$ cat config.mk
export PLATFORM = sky130hd
export DESIGN_NAME = traffic_phase_scheduler
export DESIGN_NICKNAME = d
export VERILOG_FILES = /design/src/rtl/traffic_phase_scheduler.sv
export SDC_FILE = /design/constraint.sdc
export NUM_CORES = 1
export LEC_CHECK = 0
export CORE_UTILIZATION = 50
export DETAILED_ROUTE_END_ITERATION = 8
export HOLD_SLACK_MARGIN = 0.12
export PLACE_DENSITY = 0.86
export SLEW_MARGIN = 20
export SYNTH_ARGS = -nofsm -noshare
export SYNTH_HDL_FRONTEND = slang
export SYNTH_SLANG_ARGS = --single-unit
$ cat constraint.sdc
create_clock -name clk -period 2.3 [get_ports clk]
set_input_delay 0.46 -clock clk [delete_from_list [all_inputs] [get_ports clk]]
set_output_delay 0.46 -clock clk [all_outputs]
set_load 0.02 [all_outputs]
$ cat src/rtl/traffic_phase_scheduler.sv
// Demand-driven two-road traffic phase scheduler with pedestrian walk phase.
// Optional flashing-yellow override is enabled by defining TL_FLASH_EN.
module traffic_phase_scheduler #(
    parameter int CW        = 4,
    parameter int GREEN_MIN = 4,
    parameter int GREEN_MAX = 12,
    parameter int YELLOW_T  = 2,
    parameter int ALLRED_T  = 1,
    parameter int WALK_T    = 6
) (
    input  logic       clk,
    input  logic       rst,
    input  logic       tick,
    input  logic       a_req,
    input  logic       b_req,
    input  logic       ped_req,
`ifdef TL_FLASH_EN
    input  logic       flash,
`endif
    output logic [1:0] Alight,
    output logic [1:0] Blight,
    output logic       walk,
    output logic       ped_pend
);

    localparam logic [2:0] ST_AG  = 3'd0;
    localparam logic [2:0] ST_AY  = 3'd1;
    localparam logic [2:0] ST_ARB = 3'd2;
    localparam logic [2:0] ST_BG  = 3'd3;
    localparam logic [2:0] ST_BY  = 3'd4;
    localparam logic [2:0] ST_ARA = 3'd5;
    localparam logic [2:0] ST_PW  = 3'd6;
`ifdef TL_FLASH_EN
    localparam logic [2:0] ST_FL  = 3'd7;
`endif

    localparam logic [1:0] LAMP_G = 2'b00;
    localparam logic [1:0] LAMP_Y = 2'b01;
    localparam logic [1:0] LAMP_R = 2'b10;

    localparam logic [CW-1:0] GMIN_M1 = CW'(GREEN_MIN - 1);
    localparam logic [CW-1:0] GMAX_M1 = CW'(GREEN_MAX - 1);
    localparam logic [CW-1:0] YEL_M1  = CW'(YELLOW_T - 1);
    localparam logic [CW-1:0] AR_M1   = CW'(ALLRED_T - 1);
    localparam logic [CW-1:0] WALK_M1 = CW'(WALK_T - 1);
    localparam logic [CW-1:0] TMR_MAX = {CW{1'b1}};

    logic [2:0]    state_r;
    logic [2:0]    base_nx_s;
    logic [2:0]    state_nx_s;
    logic [CW-1:0] timer_r;
    logic          last_g_r;
    logic          ped_pend_r;
    logic          entering_s;
    logic          min_ok_s;
    logic          gmax_exp_s;
    logic          yel_exp_s;
    logic          ar_exp_s;
    logic          walk_exp_s;

    assign min_ok_s   = tick && (timer_r >= GMIN_M1);
    assign gmax_exp_s = tick && (timer_r == GMAX_M1);
    assign yel_exp_s  = tick && (timer_r == YEL_M1);
    assign ar_exp_s   = tick && (timer_r == AR_M1);
    assign walk_exp_s = tick && (timer_r == WALK_M1);

    // Phase sequencing without the flash override
    always_comb begin
        base_nx_s = state_r;
        case (state_r)
            ST_AG: begin
                if ((min_ok_s && (b_req || ped_pend_r)) || gmax_exp_s) base_nx_s = ST_AY;
                else base_nx_s = ST_AG;
            end
            ST_BG: begin
                if ((min_ok_s && (a_req || ped_pend_r)) || gmax_exp_s) base_nx_s = ST_BY;
                else base_nx_s = ST_BG;
            end
            ST_AY: begin
                if (yel_exp_s) base_nx_s = ST_ARB;
                else base_nx_s = ST_AY;
            end
            ST_BY: begin
                if (yel_exp_s) base_nx_s = ST_ARA;
                else base_nx_s = ST_BY;
            end
            ST_ARB: begin
                if (ar_exp_s) base_nx_s = ped_pend_r ? ST_PW : ST_BG;
                else base_nx_s = ST_ARB;
            end
            ST_ARA: begin
                if (ar_exp_s) base_nx_s = ped_pend_r ? ST_PW : ST_AG;
                else base_nx_s = ST_ARA;
            end
            ST_PW: begin
                if (walk_exp_s) base_nx_s = last_g_r ? ST_AG : ST_BG;
                else base_nx_s = ST_PW;
            end
`ifdef TL_FLASH_EN
            ST_FL: base_nx_s = ST_ARA;
`endif
            default: base_nx_s = ST_AG;
        endcase
    end

`ifdef TL_FLASH_EN
    assign state_nx_s = flash ? ST_FL : base_nx_s;
`else
    assign state_nx_s = base_nx_s;
`endif

    assign entering_s = (state_nx_s != state_r);

    // State register and per-state tick timer (saturating, cleared on change)
    always_ff @(posedge clk or posedge rst) begin
        if (rst) begin
            state_r <= ST_AG;
            timer_r <= {CW{1'b0}};
        end else begin
            state_r <= state_nx_s;
            if (entering_s) timer_r <= {CW{1'b0}};
            else if (tick && (timer_r != TMR_MAX)) timer_r <= timer_r + {{(CW-1){1'b0}}, 1'b1};
            else timer_r <= timer_r;
        end
    end

    // Remembers which road was green last so the walk phase hands over fairly
    always_ff @(posedge clk or posedge rst) begin
        if (rst) begin
            last_g_r <= 1'b0;
        end else if (entering_s && (state_nx_s == ST_AG)) begin
            last_g_r <= 1'b0;
        end else if (entering_s && (state_nx_s == ST_BG)) begin
            last_g_r <= 1'b1;
`ifdef TL_FLASH_EN
        end else if ((state_r == ST_FL) && entering_s) begin
            last_g_r <= 1'b1;
`endif
        end else begin
            last_g_r <= last_g_r;
        end
    end

    // Pedestrian request latch; a press on the edge entering WALK is absorbed
    always_ff @(posedge clk or posedge rst) begin
        if (rst) begin
            ped_pend_r <= 1'b0;
        end else if (entering_s && (state_nx_s == ST_PW)) begin
            ped_pend_r <= 1'b0;
        end else if ((state_r != ST_PW) && ped_req) begin
            ped_pend_r <= 1'b1;
        end else begin
            ped_pend_r <= ped_pend_r;
        end
    end

`ifdef TL_FLASH_EN
    logic flash_ph_r;

    // Flash phase: 0 shows yellow, 1 shows red; restarts on every entry to FL
    always_ff @(posedge clk or posedge rst) begin
        if (rst) begin
            flash_ph_r <= 1'b0;
        end else if (entering_s && (state_nx_s == ST_FL)) begin
            flash_ph_r <= 1'b0;
        end else if ((state_r == ST_FL) && tick) begin
            flash_ph_r <= ~flash_ph_r;
        end else begin
            flash_ph_r <= flash_ph_r;
        end
    end
`endif

    // Lamp decode from registered state only; unknown encodings show all-red
    always_comb begin
        Alight = LAMP_R;
        Blight = LAMP_R;
        walk   = 1'b0;
        case (state_r)
            ST_AG: begin
                Alight = LAMP_G;
                Blight = LAMP_R;
            end
            ST_AY: begin
                Alight = LAMP_Y;
                Blight = LAMP_R;
            end
            ST_BG: begin
                Alight = LAMP_R;
                Blight = LAMP_G;
            end
            ST_BY: begin
                Alight = LAMP_R;
                Blight = LAMP_Y;
            end
            ST_PW: begin
                walk = 1'b1;
            end
`ifdef TL_FLASH_EN
            ST_FL: begin
                Alight = flash_ph_r ? LAMP_R : LAMP_Y;
                Blight = flash_ph_r ? LAMP_R : LAMP_Y;
            end
`endif
            default: begin
                Alight = LAMP_R;
                Blight = LAMP_R;
                walk   = 1'b0;
            end
        endcase
    end

    assign ped_pend = ped_pend_r;

endmodule
==> flow_summary_export.csv <==
group,metric,value,unit
global_routing,grt_pass1_wl,3380,um
synthesis,synthesis.area,847,sq um
sta,fin_crit,2.22,ns
detailed_routing,routed_wl,1930,um
global_routing,gr-total-overflow,0,
finish,fin_area,1000,sq um
clock_network,cts_made_buffers,3,
pwr,comb_power_share,66.6,%
setup_path,regToRegSetupSlack,0.25,ns
sta,setup_viol,0,
floorplan,start_util,55.0,%
sta,fin_skew,0.00242,ns
clock_network,cts_resized,0,
run_status,outcome,"finished, final reports clean",
pwr,ir_drop,0.626,mV
placement,dpl_cell_area,975,sq um
synthesis,syn_inst,100,
finish,area_delta_synth_final,18.2,%
setup_path,cp-start-kind,"flip-flop",
clock_network,clock_latency,0.25,ns
placement,routabilityCongestion,0.935,
sta,fmax,450,MHz
setup_path,r2r_start,"timer_r[1]$_DFFE_PP0P_",
clock_network,tritoncts,"yes",
finish,drive_above_1_share,16.5,%
sta,setup_slack,0.0767,ns
placement,place_inst,127,
clock_network,post_cts_buffers,0,
sta,min_period_over_period,96.7,%
clock_network,cts.path.max_buffers,2,
setup_path,crit_path_end,"Blight[1]",
detailed_routing,drt_pass1_iterations,5,
floorplan,io_pins,12,
setup_path,rr_worst_depth,8,
synthesis,async_reset_ff_share,100,%
synthesis,ys_warn_count,0,
detailed_routing,dr_total_vias,855,
sta,final_hold_viol_count,0,
global_routing,grt_start_max_net_pins,12,
setup_path,crit_start,"state_r[1]$_DFF_PP0_",
floorplan,fp.dieH,43.2,um
floorplan,die_w,43.2,um
clock_network,htreeDepth,1,
finish,final_core_util,64.9,%
finish,diodes,0,
clock_network,hold_buffers,0,
sta,timing.slew.headroom,69.5,%
setup_path,end_kind,"output pin",
detailed_routing,drt-initial-drc-count,57,
pwr,finalPower,1.31,mW
pwr,power.share.switching,48.9,%
synthesis,ys_seq_area_share,26.6,%
pwr,intPower,668,uW
synthesis,synthTopCellsByArea,"dfrtp_1 (27%), nand2_1 (4.9%), ha_1 (4.4%)",
floorplan,coreArea,1540,sq um
min_path,hold_class,"primary input to async pin",
setup_path,cp.required,1.84,ns
sta,tightestPinTransition,0.456,ns
setup_path,r2r_end,"timer_r[2]$_DFFE_PP0P_",
detailed_routing,drtAntennaViolNets,0,
synthesis,synthFlopType,"dfrtp_1",
sta,drv_slew,0,
global_routing,grt_antenna_before_repair,0,
finish,fin_nets,125,
clock_network,cts_sinks,9,
placement,io_buffer_count,11,
clock_network,clk_pin_slew_worst_paths,0.06,ns
setup_path,cp_max_fo,8,
clock_network,root_buffer,"clkbuf_4",
setup_path,crit_type,"flip-flop to output pin",
detailed_routing,wl_per_cell,14.7,um
floorplan,core.rowCount,14,
synthesis,synth_top_area_share,26.6,%
synthesis,ys_ff_latch,9,
finish,fin_cells,131,
synthesis,synth_edf_count,0,
global_routing,grtUsageTotal,23.2,%
detailed_routing,vias_per_cell,6.53,
pwr,clockPowerShare,8.8,%
synthesis,avgSynthCellArea,8.47,sq um
setup_path,worstPathArrival,1.76,ns
placement,dp_slack,-0.0430,ns
sta,hold_slack,0.461,ns
sta,rsz0062_at_grt,"false",
pwr,power.net_switching,639,uW
synthesis,netlist-cell-type-count,42,
sta,setup_tns,0,ns
run,drv_cap,0,
synthesis,synth_largest_area_cell,"dfrtp_1",
pwr,power_leakage,0.432,nW
floorplan,dieArea,1860,sq um
pwr,sequentialPowerShare,24.6,%
pwr,p_per_area,1310,nW/um^2
detailed_routing,route.detailed.drc,0,
global_routing,grt_pass1_vias,845,
placement,dpl.hpwl,1520,um
synthesis,syn_nets,109,
==> synth_stat cells (3+ instances only) <==
master,number
a21oi_1,5
a31oi_1,4
and3_1,3
buf_6,3
dfrtp_1,9
ha_1,3
inv_1,9
nand2_1,11
nand3_1,3
nor2_1,8
o21ai_0,4
o21ai_1,3
==> sequential cells by signal (all words and copies together) (netlist names) <==
signal,count
last_g_r,1
ped_pend,1
state_r,3
timer_r,4
==> layout make-up <==
cell class | instances | area [sq um]
Clock buffer | 4 | 26.3
Fill cell | 127 | 541
Inverter | 9 | 33.8
Multi-Input combinational cell | 76 | 541
Sequential cell | 9 | 225
Tap cell | 16 | 20.0
Timing Repair Buffer | 17 | 155
==> cell usage in the layout (no fill, tap or decap), types with 2 or more instances in the layout <==
| master | instances |
|---|---|
| and3_1 | 3 |
| buf_4 | 6 |
| inv_1 | 9 |
| nor3_1 | 2 |
| dfrtp_1 | 9 |
| nand3_1 | 3 |
| ha_1 | 3 |
| nand2_1 | 11 |
| nor2_1 | 8 |
| o31ai_1 | 2 |
| o22ai_1 | 2 |
| o21ai_1 | 3 |
| a31oi_1 | 4 |
| o21ai_0 | 4 |
| xnor2_1 | 2 |
| clkdlybuf4s50_1 | 11 |
| clkbuf_4 | 3 |
| a21oi_1 | 5 |
==> kinds of logic after synthesis <==
| kind of cell | after synthesis | synth area share, % |
|---|---|---|
| XOR/XNOR | 2 | 2.07 |
| flip-flops | 9 | 26.6 |
| adder cells (fa/ha/maj) | 3 | 4.43 |
| AND/OR/NAND/NOR | 39 | 28.1 |
| buffers and inverters | 15 | 9.60 |
| AO/OA/AOI/OAI | 32 | 29.2 |
==> layer usage <==
layer	vias up	wire length [um]	GRT usage (%)
li1	396	-	-
met1	397	810	31.5
met2	56	921	37.9
met3	6	160	1.70
met4	0	34	9.09
met5	-	0	0
==> power by group through the flow <==
stage / Sequential (mW) / Clock [mW] / Combinational [mW]
after floorplan: 0.283 / 0 / 0.623
after global placement: 0.317 / 0 / 0.834
after detailed placement: 0.323 / 0 / 0.851
after CTS: 0.318 / 0.120 / 0.856
after global routing: 0.333 / 0.129 / 0.943
final: 0.322 / 0.115 / 0.870
==> worst max-delay path: stages (launching register included) <==
cell and delay [ns]:
dfrtp_1 0.37, inv_1 0.21, nor2_1 0.16, a21oi_1 0.17, clkdlybuf4s50_1 0.61
==> how the worst min path moves through the flow <==
stage,endpoint,slack [ns],depth (start not counted)
after detailed placement,last_g_r$_DFFE_PP0P_,0.54,2
after global placement,last_g_r$_DFFE_PP0P_,0.52,2
after floorplan,last_g_r$_DFFE_PP0P_,0.29,1
after global routing,last_g_r$_DFFE_PP0P_,0.52,2
final,timer_r[3]$_DFFE_PP0P_,0.46,2
after CTS,timer_r[3]$_DFFE_PP0P_,0.46,2
Power figures use the tool's default switching activity.
==> variant: new RTL, same flow settings <==
Set the parameter `CW` to 5 (it was 4).
--- a/src/rtl/traffic_phase_scheduler.sv
+++ b/src/rtl/traffic_phase_scheduler.sv
@@ -1,7 +1,7 @@
 // Demand-driven two-road traffic phase scheduler with pedestrian walk phase.
 // Optional flashing-yellow override is enabled by defining TL_FLASH_EN.
 module traffic_phase_scheduler #(
-    parameter int CW        = 4,
+    parameter int CW        = 5,
     parameter int GREEN_MIN = 4,
     parameter int GREEN_MAX = 12,
     parameter int YELLOW_T  = 2,
Check against the original RTL: same outputs for any inputs over 10 cycles, from zero or initial values and one cycle with rst high; that may be too few to reach the edited logic, so the function may still have changed.
==> variant against the original RTL <==
- design area grew 24%
- worst setup slack lost 51 ps
- sequential power shrank 6.2%
- utilization grew 5.3 points
- sequential cell count grew 1
- critical path depth grew 3
- total power grew 8.2%
- count of clock-buffer cells in the layout is the same
- die area grew 12%
- synthesized area grew 13%
- combinational power grew 11%
- routed wire length grew 27%
- global-route usage grew 2.8 points
- critical path type is now reg2reg
- critical endpoint is now ped_pend
- largest power group unchanged
==> variant: results <==
outcome:
  status: "completed"
routing:
  via_per_inst: 5.85
  via_count: 912
  wl_met3_um: 70
  drtIter0Drc: 34
  first_pass_iters: 4
  ant_nets: 0
  wl_met1_mm: 1.18
  wl_mm: 2.45
die:
  start_util: 0.542
worst_setup_path:
  r2r_end: "ped_pend"
  reg2reg_depth: 7
  critical_path.slowest_cell: "or4_4"
  criticalPathCategory: "reg2reg"
  cp_slowest_stage_delay_ps: 560
  crit_family: "simple AND/OR/NAND/NOR gates"
  r2r_start: "timer_r[0]"
global_route:
  met1_usage: 0.373
  grt_max_degree: 11
  grt_pass1_wl_mm: 3.93
  grt_use_met2: 0.386
  grt_use_met3: 0.0437
  grt_pass1_vias: 860
  grtUsageTotal: 0.260
synth:
  ys_seq_area_frac: 0.262
  synth_commonest_cells: "dfrtp_1 (10), inv_1 (7), nor2_1 (7), a21oi_1 (6), a31oi_1 (6)"
  synthTopCellsByArea: "dfrtp_1 (26%), ha_1 (5.2%), nor3_2 (5.2%)"
  syn_nets: 114
  synth.distinct_cells: 51
  synthCells: 104
place:
  place_ws_ps: -235
  hpwlAfterDp_mm: 1.87
  place_area_um2: 1180
pwr:
  leakage_nw: 0.585
  peakVddDrop_mv: 0.816
timing:
  clock_skew_ps: 1.34
  fin_ws_ps: 26.1
  hold-worst-slack_ps: 483
  slew_headroom: 0.757
clocking:
  clockBufferDepth: 2
  clk_latency_ps: 250
finish:
  drive_gt1_frac: 0.313
  fin_util: 0.703
  fin_nets: 142
  reg_top3: "timer_r (5), state_r (3)"
  num-fill-cells: 145
[variant: cell families (layout without fill, tap and decap cells)]
family	count (synthesis)	in the layout	synth area share
compound gates	31	31	0.243
xor+xnor	3	3	0.0275
fa+ha+maj	4	4	0.0524
buf+inv	12	39	0.0746
flops	10	10	0.262
mux	3	3	0.0419
simple gates	41	41	0.298
[variant: power breakdown]
group | switching (mW) | internal (mW) | leakage [nW]
Combinational | 0.514 | 0.448 | 0.440
Sequential | 0.0748 | 0.227 | 0.124
Clock | 0.0544 | 0.0959 | 0.0210
[variant: what timing repair did]
| item | 4_1_cts | 5_1_grt |
|---|---|---|
| resized for setup | 1 | 8 |
| hold buffers | 0 | 0 |
| pin swaps | 1 | 4 |
| endpoints found under the setup margin | 8 | 10 |
[variant: cell type report]
class	count	share of cell area
clock buffer	4	0.0293
inverter	7	0.0212
multi-input combinational	82	0.525
sequential	10	0.203
tap	25	0.0252
timing repair buffer	28	0.197
